<file path="src/rtl/quad_decoder_if.sv">
// quad_decoder_if: encoder pins, control strobes and decoded outputs of quad_decoder
interface quad_decoder_if #(
  parameter int WIDTH  = 12,
  parameter int VWIDTH = 16
);
  logic                     quad_a;
  logic                     quad_b;
  logic                     quad_idx;
  logic [1:0]               mode;
  logic                     idx_en;
  logic                     pos_load;
  logic [WIDTH-1:0]         pos_load_val;
  logic                     err_clr;
  logic [WIDTH-1:0]         pos;
  logic                     dir;
  logic                     step;
  logic                     err;
  logic signed [VWIDTH-1:0] vel;
  logic                     vel_valid;
  modport master (
    output quad_a, quad_b, quad_idx, mode, idx_en, pos_load, pos_load_val, err_clr,
    input  pos, dir, step, err, vel, vel_valid
  );
  modport slave (
    input  quad_a, quad_b, quad_idx, mode, idx_en, pos_load, pos_load_val, err_clr,
    output pos, dir, step, err, vel, vel_valid
  );
endinterface

</file>
<file path="src/rtl/quad_decoder.sv">
// quad_decoder: filtered quadrature decoder with position, illegal-edge flag and windowed velocity
module quad_decoder #(
  parameter int WIDTH       = 12,
  parameter int SYNC_STAGES = 2,
  parameter int FILTER_LEN  = 4,
  parameter bit SATURATE    = 1'b1,
  parameter int VEL_WINDOW  = 50000,
  parameter int VWIDTH      = 16
) (
  input logic clk,
  input logic reset,
  quad_decoder_if.slave bus
);
  localparam int CW = FILTER_LEN < 1 ? 1 : $clog2(FILTER_LEN + 1);
  localparam int WW = $clog2(VEL_WINDOW);
  localparam logic [WIDTH-1:0]  PMAX = '1;
  localparam logic [VWIDTH-1:0] VMAX = {1'b0, {(VWIDTH-1){1'b1}}};
  localparam logic [VWIDTH-1:0] VMIN = {1'b1, {(VWIDTH-1){1'b0}}};

  logic [2:0]        sync_q [SYNC_STAGES];
  logic [2:0]        sync_d [SYNC_STAGES];
  logic [2:0]        sync_now;
  logic [2:0]        filt_q, filt_d;
  logic [CW-1:0]     fcnt_q [3];
  logic [CW-1:0]     fcnt_d [3];
  logic [WIDTH-1:0]  pos_q, pos_d;
  logic              dir_q, dir_d, step_q, step_d, err_q, err_d, vv_q, vv_d;
  logic [VWIDTH-1:0] acc_q, acc_d, vel_q, vel_d, acc_nx;
  logic [WW-1:0]     win_q, win_d;
  logic              a_chg, b_chg, count, up, idx_rise, last;

  assign sync_now = sync_q[SYNC_STAGES-1];

  // Synchroniser shift and per-input persistence filter; bit 2 = A, 1 = B, 0 = idx
  always_comb begin
    sync_d[0] = {bus.quad_a, bus.quad_b, bus.quad_idx};
    for (int i = 1; i < SYNC_STAGES; i++) sync_d[i] = sync_q[i-1];
    filt_d = filt_q;
    for (int i = 0; i < 3; i++) begin
      fcnt_d[i] = '0;
      if (sync_now[i] != filt_q[i]) begin
        if (int'(fcnt_q[i]) >= FILTER_LEN) filt_d[i] = sync_now[i];
        else fcnt_d[i] = fcnt_q[i] + 1'b1;
      end
    end
  end

  // Decode the committed edge and update position, flags and velocity accumulator
  always_comb begin
    a_chg    = filt_d[2] ^ filt_q[2];
    b_chg    = filt_d[1] ^ filt_q[1];
    up       = filt_q[2] ^ filt_d[1];
    idx_rise = filt_d[0] & ~filt_q[0];
    count    = (a_chg ^ b_chg) & (bus.mode == 2'b01 ? a_chg :
                                  bus.mode == 2'b10 ? a_chg & filt_d[2] : 1'b1);
    pos_d    = bus.pos_load ? bus.pos_load_val :
               bus.idx_en & idx_rise ? '0 :
               !count ? pos_q :
               up ? (SATURATE && pos_q == PMAX ? pos_q : pos_q + 1'b1) :
                    (SATURATE && pos_q == '0 ? pos_q : pos_q - 1'b1);
    dir_d    = count ? up : dir_q;
    step_d   = count;
    err_d    = (a_chg & b_chg) | (err_q & ~bus.err_clr);
    acc_nx   = !count ? acc_q :
               up ? (acc_q == VMAX ? acc_q : acc_q + 1'b1) :
                    (acc_q == VMIN ? acc_q : acc_q - 1'b1);
    last     = win_q == WW'(VEL_WINDOW - 1);
    win_d    = last ? '0 : win_q + 1'b1;
    vel_d    = last ? acc_nx : vel_q;
    acc_d    = last ? '0 : acc_nx;
    vv_d     = last;
  end

  // State registers with synchronous reset
  always_ff @(posedge clk) begin
    if (reset) begin
      for (int i = 0; i < SYNC_STAGES; i++) sync_q[i] <= '0;
      for (int i = 0; i < 3; i++) fcnt_q[i] <= '0;
      filt_q <= '0;
      pos_q  <= '0;
      dir_q  <= 1'b0;
      step_q <= 1'b0;
      err_q  <= 1'b0;
      acc_q  <= '0;
      vel_q  <= '0;
      vv_q   <= 1'b0;
      win_q  <= '0;
    end else begin
      sync_q <= sync_d;
      fcnt_q <= fcnt_d;
      filt_q <= filt_d;
      pos_q  <= pos_d;
      dir_q  <= dir_d;
      step_q <= step_d;
      err_q  <= err_d;
      acc_q  <= acc_d;
      vel_q  <= vel_d;
      vv_q   <= vv_d;
      win_q  <= win_d;
    end
  end

  assign bus.pos       = pos_q;
  assign bus.dir       = dir_q;
  assign bus.step      = step_q;
  assign bus.err       = err_q;
  assign bus.vel       = vel_q;
  assign bus.vel_valid = vv_q;
endmodule
</file>
<file path="src/flat_wrapper.sv">
// flat-port wrapper written by rule: the top's interface ports become plain ports
module quad_decoder_flat 
#(
  parameter int WIDTH       = 12,
  parameter int SYNC_STAGES = 2,
  parameter int FILTER_LEN  = 4,
  parameter bit SATURATE    = 1'b1,
  parameter int VEL_WINDOW  = 50000,
  parameter int VWIDTH      = 16
)
  (clk, reset, bus_quad_a, bus_quad_b, bus_quad_idx, bus_mode, bus_idx_en, bus_pos_load, bus_pos_load_val, bus_err_clr, bus_pos, bus_dir, bus_step, bus_err, bus_vel, bus_vel_valid);
  quad_decoder_if #(.WIDTH(WIDTH), .VWIDTH(VWIDTH)) bus_i ();
  input logic clk;
  input logic reset;
  input wire logic [$bits(bus_i.quad_a)-1:0] bus_quad_a;
  input wire logic [$bits(bus_i.quad_b)-1:0] bus_quad_b;
  input wire logic [$bits(bus_i.quad_idx)-1:0] bus_quad_idx;
  input wire logic [$bits(bus_i.mode)-1:0] bus_mode;
  input wire logic [$bits(bus_i.idx_en)-1:0] bus_idx_en;
  input wire logic [$bits(bus_i.pos_load)-1:0] bus_pos_load;
  input wire logic [$bits(bus_i.pos_load_val)-1:0] bus_pos_load_val;
  input wire logic [$bits(bus_i.err_clr)-1:0] bus_err_clr;
  output wire logic [$bits(bus_i.pos)-1:0] bus_pos;
  output wire logic [$bits(bus_i.dir)-1:0] bus_dir;
  output wire logic [$bits(bus_i.step)-1:0] bus_step;
  output wire logic [$bits(bus_i.err)-1:0] bus_err;
  output wire logic [$bits(bus_i.vel)-1:0] bus_vel;
  output wire logic [$bits(bus_i.vel_valid)-1:0] bus_vel_valid;
  assign bus_i.quad_a = bus_quad_a;
  assign bus_i.quad_b = bus_quad_b;
  assign bus_i.quad_idx = bus_quad_idx;
  assign bus_i.mode = bus_mode;
  assign bus_i.idx_en = bus_idx_en;
  assign bus_i.pos_load = bus_pos_load;
  assign bus_i.pos_load_val = bus_pos_load_val;
  assign bus_i.err_clr = bus_err_clr;
  assign bus_pos = bus_i.pos;
  assign bus_dir = bus_i.dir;
  assign bus_step = bus_i.step;
  assign bus_err = bus_i.err;
  assign bus_vel = bus_i.vel;
  assign bus_vel_valid = bus_i.vel_valid;
  quad_decoder #(.WIDTH(WIDTH), .SYNC_STAGES(SYNC_STAGES), .FILTER_LEN(FILTER_LEN), .SATURATE(SATURATE), .VEL_WINDOW(VEL_WINDOW), .VWIDTH(VWIDTH)) u_core (.clk(clk), .reset(reset), .bus(bus_i));
endmodule
</file>
<file path="config.mk">
export PLATFORM = sky130hd
export DESIGN_NAME = quad_decoder_flat
export DESIGN_NICKNAME = d
export VERILOG_FILES = /design/src/rtl/quad_decoder_if.sv /design/src/rtl/quad_decoder.sv /design/src/flat_wrapper.sv
export SDC_FILE = /design/constraint.sdc
export NUM_CORES = 1
export LEC_CHECK = 0
export ABC_AREA = 0
export CAP_MARGIN = 20
export CORE_MARGIN = 2
export CORE_UTILIZATION = 45
export CTS_CLUSTER_DIAMETER = 50
export DETAILED_ROUTE_END_ITERATION = 7
export HOLD_SLACK_MARGIN = 0.08
export PLACE_DENSITY = 0.78
export SLEW_MARGIN = 20
export SYNTH_ARGS = -nofsm -noshare
export SYNTH_HDL_FRONTEND = slang
export SYNTH_SLANG_ARGS = --single-unit
</file>
<file path="constraint.sdc">
create_clock -name clk -period 4.4 [get_ports clk]
set_input_delay 0.88 -clock clk [delete_from_list [all_inputs] [get_ports clk]]
set_output_delay 0.88 -clock clk [all_outputs]
set_load 0.02 [all_outputs]
</file>
==> qor.yml <==
critPathMaxFanout: 13
dieArea_sq_um: 10800
drt_pass1_iterations: 5
synth_edf_count: 0
dp_cells: 695
htree_levels: 3
fin_nets: 609
synth.area.top_cells: "dfxtp_1, nor2_1, xnor2_1"
drv_cap: 0
post_drt_wl_per_cell_microns: 16.2
path_cells: "mux2i_1, xnor2_2, xnor2_1, ha_1, or4_1, or3_1, mux2i_1, a41oi_1, o221a_2"
drt_iter0_drc: 272
relSlewSlack_pct: 35.4
yosys.area.top_type: "dfxtp_1"
synth_area_sq_um: 4500
io_pins: 54
area_growth_pct: 15.9
synth_cell_types: 70
pre_cts_slack_ns: 1.12
rsz0062_at_grt: "false"
p_per_area_nw_per_um2: 279
dr_total_vias: 4170
clock_sinks: 82
place_congestion: 0.896
crit_path_end_kind: "register"
remaining_drc_errors: 0
cts_buffers: 9
syn_inst: 540
ys_seq_area_share_pct: 36.5
fin_skew_ns: 0.0118
stdcell_area_sq_um: 5220
synth_common_cells: "dfxtp_1, nor2_1, nand2_1"
dpl.hpwl_microns: 8250
grt_usage_pct: 21.5
cts-hold-fix-buffers: 0
root_buffer: "clkbuf_8"
arrival_ns: 3.43
hold_viol: 0
final_antenna_net_count: 0
tightest_slew_ns: 0.966
fin_cells: 711
cts_tree: "done"
cts-resized-gates: 0
synth.top_cell.area_share_pct: 36.5
setup_tns_ns: 0
final-setup-viol-count: 0
post-cts-setup-buffer-count: 0
grt_pass1_vias: 4114
criticalPathCategory: "register to register"
die_w_microns: 104
antenna_found_initial: 0
yosysMostFrequentCell: "dfxtp_1"
startpoint_type: "register"
synth_fp_nets: 576
vdd_drop_max_mv: 0.134
fmax_mhz: 316
cp.required_ns: 4.67
place_area_sq_um: 5030
yosys_warnings: 0
synth-seq-cells: 82
slowest_delay_ns: 0.65
start_util_pct: 46.2
avgSynthCellArea_sq_um: 8.33
clkTransAtPathRegs_ns: 0.10
maxSlewViolCount: 0
portBuffers: 53
drt-total-wl_microns: 11500
power.leakage_uw: 0.00191
ys.flop_type: "dfxtp_1"
hold_path.class: "register to register"
fin_ws_ns: 1.23
min_period_ns: 3.17
worstSkewPairLatency_ns: 0.37
vias_per_cell: 5.86
num_rows: 36
n_antenna_cell: 0
grt_pass1_wl_microns: 19300
cts.path.max_buffers: 2
grt_start_max_net_pins: 32
async_reset_ff_share_pct: 0
fin_total_pwr_uw: 1460
crit_top_cell: "mux2i_1"
status: "complete, no violations"
crit_slowest_cell: "xnor2_2"
chipHeight_microns: 104
drive_gt1_share_pct: 6.57
core-area_sq_um: 9730
finalCritPeriodShare_pct: 72.0
grt_overflow_total: 0
cell type report:
cell class / instances / area, sq um
fillers: 940 / 4510
multi-input cells: 403 / 2590
flip-flops and latches: 82 / 1640
repair buffers: 56 / 553
well taps: 133 / 166
clock buffers: 9 / 124
inverters: 21 / 78.8
clock inverters: 7 / 61.3
cells by family after synthesis:
group | after synthesis | synth area share, %
compound gates | 113 | 18.0
xor+xnor | 34 | 6.79
fa+ha+maj | 14 | 3.89
buf+inv | 55 | 5.95
flops | 82 | 36.5
mux | 10 | 2.28
simple gates | 232 | 26.6
worst paths after layout:
path | startpoint | endpoint | slack (ns) | depth (start not counted)
max | u_core.fcnt_q[5] | u_core.bus.pos[8] | 1.23 | 9
min | u_core.sync_d[1] | u_core.sync_now[1] | 0.45 | 1
max reg2reg | u_core.fcnt_q[5] | u_core.bus.pos[8] | 1.23 | 9
min reg2reg | u_core.sync_d[1] | u_core.sync_now[1] | 0.45 | 1
sequential cells by signal, indices dropped and copies added (netlist names):
name,count
u_core.acc_q,16
u_core.bus.dir,1
u_core.bus.err,1
u_core.bus.pos,12
u_core.bus.step,1
u_core.bus.vel,16
u_core.bus.vel_valid,1
u_core.fcnt_q,9
u_core.filt_q,3
u_core.sync_d,3
u_core.sync_now,3
u_core.win_q,16
cells in the final DEF, fill, tap and decap left out, types with 12 or more instances in the layout:
master / n
a21oi_1: 21
and2_1: 15
clkdlybuf4s50_1: 53
dfxtp_1: 82
ha_1: 14
inv_1: 20
nand2_1: 43
nand3_1: 15
nand4_1: 14
nor2_1: 62
nor3_1: 20
o21ai_0: 25
xnor2_1: 21
xor2_1: 12
per-layer routing:
layer  track usage [%]  wire [microns]  vias to the layer above
met5                 0               0                        -
met2              36.1            5420                      168
met4              10.6             317                        0
met3              4.20             720                       37
met1              26.4            5030                     1955
li1                  -               -                     2010
worst max-delay path: cells and delay by family, from the launching register on:
family | cells | cell delay (ns)
AND/OR/NAND/NOR | 2 | 0.83
flip-flops | 1 | 0.39
adder cells (fa/ha/maj) | 1 | 0.26
XOR/XNOR | 2 | 0.79
multiplexers | 2 | 0.36
AO/OA/AOI/OAI | 2 | 0.43
report_power, final:
part / switching (uW) / leakage, uW / internal [uW]
Sequential: 23.4 / 0.000665 / 755
Combinational: 82.7 / 0.00116 / 74.4
Clock: 307 / 0.0000819 / 214
metrics by stage:
step           util [%]  hold slack [ns]
2_1_floorplan         -            0.413
3_3_place_gp       51.7            0.420
3_5_place_dp       51.7            0.435
4_1_cts            53.6            0.455
5_1_grt            53.6            0.465
6_report           53.6            0.451
No activity file was read; power rests on OpenSTA's default activity.
